### config.mk
export PLATFORM = sky130hd
export DESIGN_NAME = weighted_gen
export DESIGN_NICKNAME = d
export VERILOG_FILES = /design/src/rtl/weighted_gen_pkg.sv /design/src/rtl/weighted_gen_lane.sv /design/src/rtl/weighted_gen.sv
export SDC_FILE = /design/constraint.sdc
export NUM_CORES = 2
export LEC_CHECK = 0
export CAP_MARGIN = 10
export CELL_PAD_IN_SITES_DETAIL_PLACEMENT = 0
export CELL_PAD_IN_SITES_GLOBAL_PLACEMENT = 1
export CORE_MARGIN = 2
export CORE_UTILIZATION = 27
export CTS_CLUSTER_SIZE = 16
export DETAILED_ROUTE_END_ITERATION = 6
export PLACE_DENSITY = 0.52
export SLEW_MARGIN = 20
export SYNTH_ARGS = -nofsm -noshare
export SYNTH_HDL_FRONTEND = slang
export SYNTH_SLANG_ARGS = --single-unit
### constraint.sdc
create_clock -name clk -period 4.6 [get_ports clk]
set_clock_uncertainty 0.2 [all_clocks]
set_input_delay 0.69 -clock clk [delete_from_list [all_inputs] [get_ports clk]]
set_output_delay 0.69 -clock clk [all_outputs]
set_load 0.02 [all_outputs]
### src/rtl/weighted_gen_pkg.sv
// Shared types and step defaults for the weighted_gen stream source.
package weighted_gen_pkg;

  typedef enum logic [1:0] {
    WG_IDLE = 2'd0,
    WG_RUN  = 2'd1,
    WG_DONE = 2'd2
  } wg_state_t;

  function automatic int unsigned def_val_step(input int unsigned i);
    return i + 32'd1;
  endfunction

  function automatic int unsigned def_wt_step(input int unsigned i);
    return (i * 32'd0) + 32'd1;
  endfunction

endpackage

### src/rtl/weighted_gen_lane.sv
// One channel: step registers plus value/weight accumulators; updates on the edge after advance/clear.
// Holds its state indefinitely when advance is low. Saturation with WEIGHTED_GEN_SAT_EN, wrap otherwise.
module weighted_gen_lane
  import weighted_gen_pkg::*;
#(
  parameter int DW  = 32,
  parameter int WW  = 32,
  parameter int IDX = 0
) (
  input  logic          clk,
  input  logic          reset,
  input  logic          clear,
  input  logic          advance,
  input  logic          cfg_we,
  input  logic [DW-1:0] cfg_val_step,
  input  logic [WW-1:0] cfg_wt_step,
  output logic [DW-1:0] val,
  output logic [WW-1:0] wt,
  output logic          sat
);

  logic [DW-1:0] val_step;
  logic [WW-1:0] wt_step;
  logic [DW-1:0] val_nxt;
  logic [WW-1:0] wt_nxt;
  logic          sat_hit;

`ifdef WEIGHTED_GEN_SAT_EN
  logic [DW:0] val_sum;
  logic [WW:0] wt_sum;

  // A carry out of either sum clamps that accumulator to all-ones.
  always_comb begin
    val_sum = {1'b0, val} + {1'b0, val_step};
    wt_sum  = {1'b0, wt} + {1'b0, wt_step};
    val_nxt = val_sum[DW] ? '1 : val_sum[DW-1:0];
    wt_nxt  = wt_sum[WW] ? '1 : wt_sum[WW-1:0];
    sat_hit = val_sum[DW] | wt_sum[WW];
  end
`else
  always_comb begin
    val_nxt = val + val_step;
    wt_nxt  = wt + wt_step;
    sat_hit = 1'b0;
  end
`endif

  always_ff @(posedge clk) begin
    if (reset) begin
      val_step <= DW'(def_val_step(IDX));
      wt_step  <= WW'(def_wt_step(IDX));
      val      <= '0;
      wt       <= '0;
      sat      <= 1'b0;
    end else begin
      if (cfg_we) begin
        val_step <= cfg_val_step;
        wt_step  <= cfg_wt_step;
      end
      if (clear) begin
        val <= '0;
        wt  <= '0;
        sat <= 1'b0;
      end else if (advance) begin
        val <= val_nxt;
        wt  <= wt_nxt;
        sat <= sat | sat_hit;
      end
    end
  end

endmodule

### src/rtl/weighted_gen.sv
// Multi-channel value/weight frame generator; sample 0 one cycle after start, one sample/cycle.
// Output held stable under out_ready back-pressure. Optional saturation via WEIGHTED_GEN_SAT_EN.
module weighted_gen
  import weighted_gen_pkg::*;
#(
  parameter int N_CH  = 4,
  parameter int DW    = 32,
  parameter int WW    = 32,
  parameter int LEN_W = 16,
  localparam int CH_W = (N_CH > 1) ? $clog2(N_CH) : 1
) (
  input  logic               clk,
  input  logic               reset,
  input  logic               cfg_we,
  input  logic [CH_W-1:0]    cfg_ch,
  input  logic [DW-1:0]      cfg_val_step,
  input  logic [WW-1:0]      cfg_wt_step,
  input  logic               start,
  input  logic [LEN_W-1:0]   frame_len,
  output logic               out_valid,
  input  logic               out_ready,
  output logic [N_CH*DW-1:0] out_val,
  output logic [N_CH*WW-1:0] out_wt,
  output logic               out_last,
  output logic               busy,
  output logic               done,
  output logic [N_CH-1:0]    sat_flag
);

  wg_state_t        state;
  logic [LEN_W-1:0] len;
  logic [LEN_W-1:0] cnt;
  logic             start_acc;
  logic             advance;
  logic             cfg_ok;

  assign start_acc = (state == WG_IDLE) && start;
  assign advance   = (state == WG_RUN) && out_ready;
  assign cfg_ok    = (state == WG_IDLE) && cfg_we;

  assign out_valid = (state == WG_RUN);
  assign out_last  = (state == WG_RUN) && (cnt == (len - LEN_W'(1)));
  assign busy      = (state != WG_IDLE);
  assign done      = (state == WG_DONE);

  always_ff @(posedge clk) begin
    if (reset) begin
      state <= WG_IDLE;
      len   <= '0;
      cnt   <= '0;
    end else begin
      case (state)
        WG_IDLE: begin
          if (start) begin
            cnt <= '0;
            if (frame_len != '0) begin
              len   <= frame_len;
              state <= WG_RUN;
            end else begin
              state <= WG_DONE;
            end
          end
        end
        WG_RUN: begin
          if (out_ready) begin
            cnt <= cnt + LEN_W'(1);
            if (out_last) state <= WG_DONE;
          end
        end
        WG_DONE: state <= WG_IDLE;
        default: state <= WG_IDLE;
      endcase
    end
  end

  // Out-of-range cfg_ch simply matches no lane.
  for (genvar i = 0; i < N_CH; i++) begin : g_lane
    weighted_gen_lane #(
      .DW  (DW),
      .WW  (WW),
      .IDX (i)
    ) u_lane (
      .clk          (clk),
      .reset        (reset),
      .clear        (start_acc),
      .advance      (advance),
      .cfg_we       (cfg_ok && (cfg_ch == CH_W'(i))),
      .cfg_val_step (cfg_val_step),
      .cfg_wt_step  (cfg_wt_step),
      .val          (out_val[i*DW +: DW]),
      .wt           (out_wt[i*WW +: WW]),
      .sat          (sat_flag[i])
    );
  end

endmodule

## Yosys cells after proc, flatten, opt, wreduce, memory -nomap -nowiden

Index checks and enable logic that the tools add are counted.

| word-level totals | value |
|---|---|
| register bits | 546 |
| input bits | 87 |
| output and inout port bits | 264 |
| logic and storage cells | 63 |

| cells by class | value |
|---|---|
| add/sub/neg operators | 10 |
| equal/unequal tests | 9 |
| muxes and demuxes | 8 |
| reduce and logical (&&, ||, !) cells | 17 |

Operator list:

| operator | number |
|---|---|
| adder 32 bit | 8 |
| 2-to-1 mux 16 bit | 2 |
| one-hot mux 16 bit (2 select lines) | 1 |
| adder 16 x 1 -> 16 bit (second input constant) | 1 |
| == test 16 bit | 1 |
| nonzero test 16 bit | 1 |
| subtractor 16 x 1 -> 16 bit (second input constant) | 1 |
| AND reduction 3 bit | 3 |
| logical AND 1 bit | 8 |
| 2-to-1 mux 2 bit | 4 |
| == test 2 bit (second input constant) | 3 |
| == test 2 x 1 -> 1 bit (second input constant) | 2 |
| zero test 2 bit | 2 |
| inequality test 2 x 1 -> 1 bit (second input constant) | 2 |
| one-hot mux 2 bit (2 select lines) | 1 |
| nonzero test 2 bit | 2 |
| inequality test 2 bit (second input constant) | 1 |
| OR reduction 2 bit | 1 |

## Longest topological paths before layout

| logic depth | value |
|---|---|
| depth after elaboration | 6 |
| mapped depth | 13 |
| gate-level depth less buffers | 13 |

## Cells and area by module

From an unflattened synthesis, not the netlist that was laid out.

| second synthesis, totals | value |
|---|---|
| cell total of the unflattened synthesis | 3722 |
| area, all modules | 32723.9 µm² |

By module, submodules not included:

| module | times used | cells an instance | area each (µm²) | sequential area each (µm²) |
|---|---|---|---|---|
| weighted_gen_lane at g_lane[0].u_lane | 1 | 871 | 7781.2 | 2562.5 |
| weighted_gen_lane at g_lane[3].u_lane | 1 | 894 | 7689.9 | 2562.5 |
| weighted_gen_lane at g_lane[2].u_lane | 1 | 861 | 7664.9 | 2562.5 |
| weighted_gen_lane at g_lane[1].u_lane | 1 | 855 | 7607.3 | 2562.5 |
| weighted_gen | 1 | 241 | 1980.6 | 680.7 |

## Least setup slack after synthesis

OpenSTA, ideal clock, no wires.

| timing path | value |
|---|---|
| kind | reg2reg |
| start point | reg g_lane[2].u_lane.val[0] |
| end point | reg g_lane[2].u_lane.val[20] |
| setup time | 128 ps |
| arrival | 2763 ps |
| required time | 4272 ps |
| path slack | 1509 ps |
| cell stages (with the launch flop) | 14 |
| buffers on the path | 0 |
| period minus slack after synthesis | 3091 ps |
| cells stage by stage | dfxtp_1 > ha_1 > inv_1 > fa_1 > nor2b_1 > o21a_1 > o21ai_2 > a2111oi_1 > o41a_1 > a311o_1 > a21o_1 > a311oi_2 > xor2_1 > o21ai_1 |

| on the way | value |
|---|---|
| longest elaborated chain between the ends | 1 |

Ends and longest elaborated chain:

| element | RTL line | RTL |
|---|---|---|
| start: declaration | weighted_gen_lane.sv:17 | `output logic [DW-1:0] val,` |
| start signal: assignment | weighted_gen_lane.sv:65 | `val <= val_nxt;` |
| adder 32 bit | weighted_gen_lane.sv:42 | `val_nxt = val + val_step;` |

Every way passes these cells.
A chain may end at the register's enable or synchronous reset.

## Worst setup path in the final report

| timing path | value |
|---|---|
| start point | reg len[6] |
| end point | out out_last |

| on the way | value |
|---|---|
| longest elaborated chain between the ends | 3 |

Ends and longest elaborated chain:

| element | RTL line | RTL |
|---|---|---|
| start: declaration | weighted_gen.sv:31 | `logic [LEN_W-1:0] len;` |
| start signal: assignment | weighted_gen.sv:57 | `len <= frame_len;` |
| subtractor 16 x 1 -> 16 bit | weighted_gen.sv:42 | `assign out_last = (state == WG_RUN) && (cnt == (len - LEN_W'(1)));` |
| == test 16 bit | weighted_gen.sv:42 |  |
| logical AND 1 bit | weighted_gen.sv:42 |  |
| end: declaration | weighted_gen.sv:24 | `output logic out_last,` |

Every way passes these cells.

==> impl_metrics.ini <==
[run_status]
outcome = finished clean

[cells_and_area]
final_common_cell = nand2_1
nNetsFinal = 4649
drive_above_1_share = 0.0450
postLayoutCellArea_mm2 = 0.0387
area_growth_pct = 24.5
layout_common_cells = nand2_1 (934), a21oi_1 (592), dfxtp_1 (546), clkdlybuf4s50_1 (345), ha_1 (250)
fillerInstances = 12200

[clock_network]
cts_tree = yes
clock_latency_ns = 0.65
numCtsBuffers = 73
clockBufferDepth = 3
clock-sinks = 546
cts-htree-levels = 3
root_buffer = clkbuf_16
clk_pin_slew_ns = 0.06

[timing]
tightestPinTransition_ns = 1.03
max_slew_margin = 0.313
fmax_mhz = 227
fin_ws_ns = 0.200
hold_viol = 0
fin_crit_ns = 4.40
finalCritPeriodShare = 0.957
setup_viol = 0
finalMaxSlewViolations = 0
setup_tns_ns = 0
rsz0062_at_grt = false

[power]
powerDensity_mw_per_mm2 = 310
p_leak_uw = 0.0151
peakVddDrop_mv = 0.226

[placed_design]
dp_slack_ns = 0.713
portBuffers = 346
gp_congestion = 0.810
dpl-instance-area_mm2 = 0.0362
hpwl_um = 89800

[critical_path]
startpoint_type = register
critPathKind = reg2out
critPathMaxFanout = 7
path_cells = nor4_4, and4b_1, nand2b_1, a21oi_1, a311oi_1, a41oi_1, nor4_2, and2_1, clkdlybuf4s50_1
slowest_stage = clkdlybuf4s50_1
crit_path_end_kind = output port
critPathArrivalTime_ns = 3.51
cpPeakStageDelay_ns = 0.60
cp_data_required_time_ns = 3.71

[grt]
grt_pass1_wl_um = 183000
antenna_found_initial = 12
grt_overflow = 0
grt_pass1_vias = 28400
grt_usage = 0.206
grt_max_degree = 158

[drt]
drc = 0
antenna_left = 0
post_drt_wl_per_cell_um = 21.2
dr_total_vias = 29000
drt-total-wl_um = 124000
vias_per_cell = 4.94
dr.pass1.iters = 5
drt-initial-drc-count = 1613

[yosys]
synth_area_mm2 = 0.0311
avgSynthCellArea_um2 = 7.72
synth_top_area_cell = dfxtp_1
synth_edf_count = 0
async_flop_share = 0
netlist.area_leader.share = 0.352
ys_warn_count = 0
synth_top_flop_cell = dfxtp_1
ys_seq_area_frac = 0.352
synthTopCellsByArea = dfxtp_1 (35%), nand2_1 (11%), ha_1 (10%)
syn_inst = 4025
ys_types = 83
ys_ff_latch = 546

[floorplan]
ioPinCount = 351
fp.dieArea_mm2 = 0.118
start_util = 0.272
std_cell_rows = 124
die-width_um = 343
coreArea_mm2 = 0.114
die_h_um = 343

[worst_hold_path]
hp-class = in2reg

[job]
maxCapViolCount = 0
## worst max-delay path, delay by kind of cell, from the launching register on
kind / cells / cell delay, ns
and+or+nand+nor: 5 / 1.48
AOI/OAI and AO/OA: 3 / 0.39
DFF: 1 / 0.39
buffers and inverters: 1 / 0.60
## worst paths after layout
check,from,endpoint,slack (ns),cells after the start
worst max-delay path,len[6],out_last,0.20,9
worst min-delay path,reset,g_lane[2].u_lane.val_step[18],0.21,2
worst max register to register,g_lane[1].u_lane.wt[1],g_lane[1].u_lane.wt[25],1.05,11
worst min register to register,g_lane[0].u_lane.val_step[4],g_lane[0].u_lane.val_step[4],0.26,2
## metal layers
| metal | part of all wire | up-vias | GRT usage |
|---|---|---|---|
| li1 | - | 14700 | - |
| met1 | 0.48 | 13700 | 0.282 |
| met2 | 0.44 | 520 | 0.327 |
| met3 | 0.060 | 125 | 0.0445 |
| met4 | 0.020 | 14 | 0.0521 |
| met5 | 0.00068 | - | 0 |
## Yosys cell counts (71+ instances only)
cell type,count
clkbuf_1,174
a21o_1,105
nand3_1,74
nand2_1,938
o21ai_1,107
o21ai_0,82
a21oi_1,593
xnor2_1,122
dfxtp_1,546
xor2_1,77
ha_1,250
nor2_1,198
inv_1,95
nor3_1,71
## cells by family after synthesis
family | Yosys count | synth area share
xor+xnor | 199 | 0.0561
buf+inv | 283 | 0.0347
fa+ha+maj | 258 | 0.106
compound gates | 1182 | 0.228
mux | 33 | 0.0106
other cells | 1 | 0.000121
simple gates | 1523 | 0.212
flops | 546 | 0.352
## layout make-up
type / instances / area, um^2 / area share
repair buffers: 388 / 3850 / 0.0994
well taps: 1512 / 1890 / 0.0489
diodes: 1 / 2.50 / 0.0000647
inverters: 96 / 360 / 0.00932
clock buffers: 99 / 2110 / 0.0545
clock inverters: 31 / 374 / 0.00967
multi-input cells: 3199 / 19200 / 0.496
flip-flops and latches: 546 / 10900 / 0.283
## per-stage QoR
step / cells / hold WS [ns] / utilization / power, uW
finish: 5872 / 0.211 / 0.339 / 12000
global route: 5871 / 0.208 / 0.339 / 12500
CTS: 5871 / 0.176 / 0.339 / 12200
detailed placement: 5741 / 0.252 / 0.317 / 6080
global placement: 5741 / 0.246 / 0.317 / 6080
floorplan: 4028 / 0.239 / - / 5560
## flip-flops by register name, summed over array words and instances (netlist names)
| register | flops |
|---|---|
| cnt | 16 |
| g_lane.u_lane.wt_step | 128 |
| g_lane.u_lane.wt | 128 |
| g_lane.u_lane.val_step | 128 |
| state | 2 |
| g_lane.u_lane.val | 128 |
| len | 16 |
## what timing repair did
action | CTS | global route
buffers inserted | 0 | 0
setup endpoints to repair | 1 | 1
resized for setup | 1 | 2
hold buffers | 0 | 0
cloned | 0 | 0
## power breakdown
part	leakage [uW]	internal (uW)	switching [uW]
clock	0.00123	3660	2360
combinational	0.00946	338	723
sequential	0.00442	4830	77.8
total	0.0151	8820	3160
Note: power is estimated with default switching activity, not from simulation.
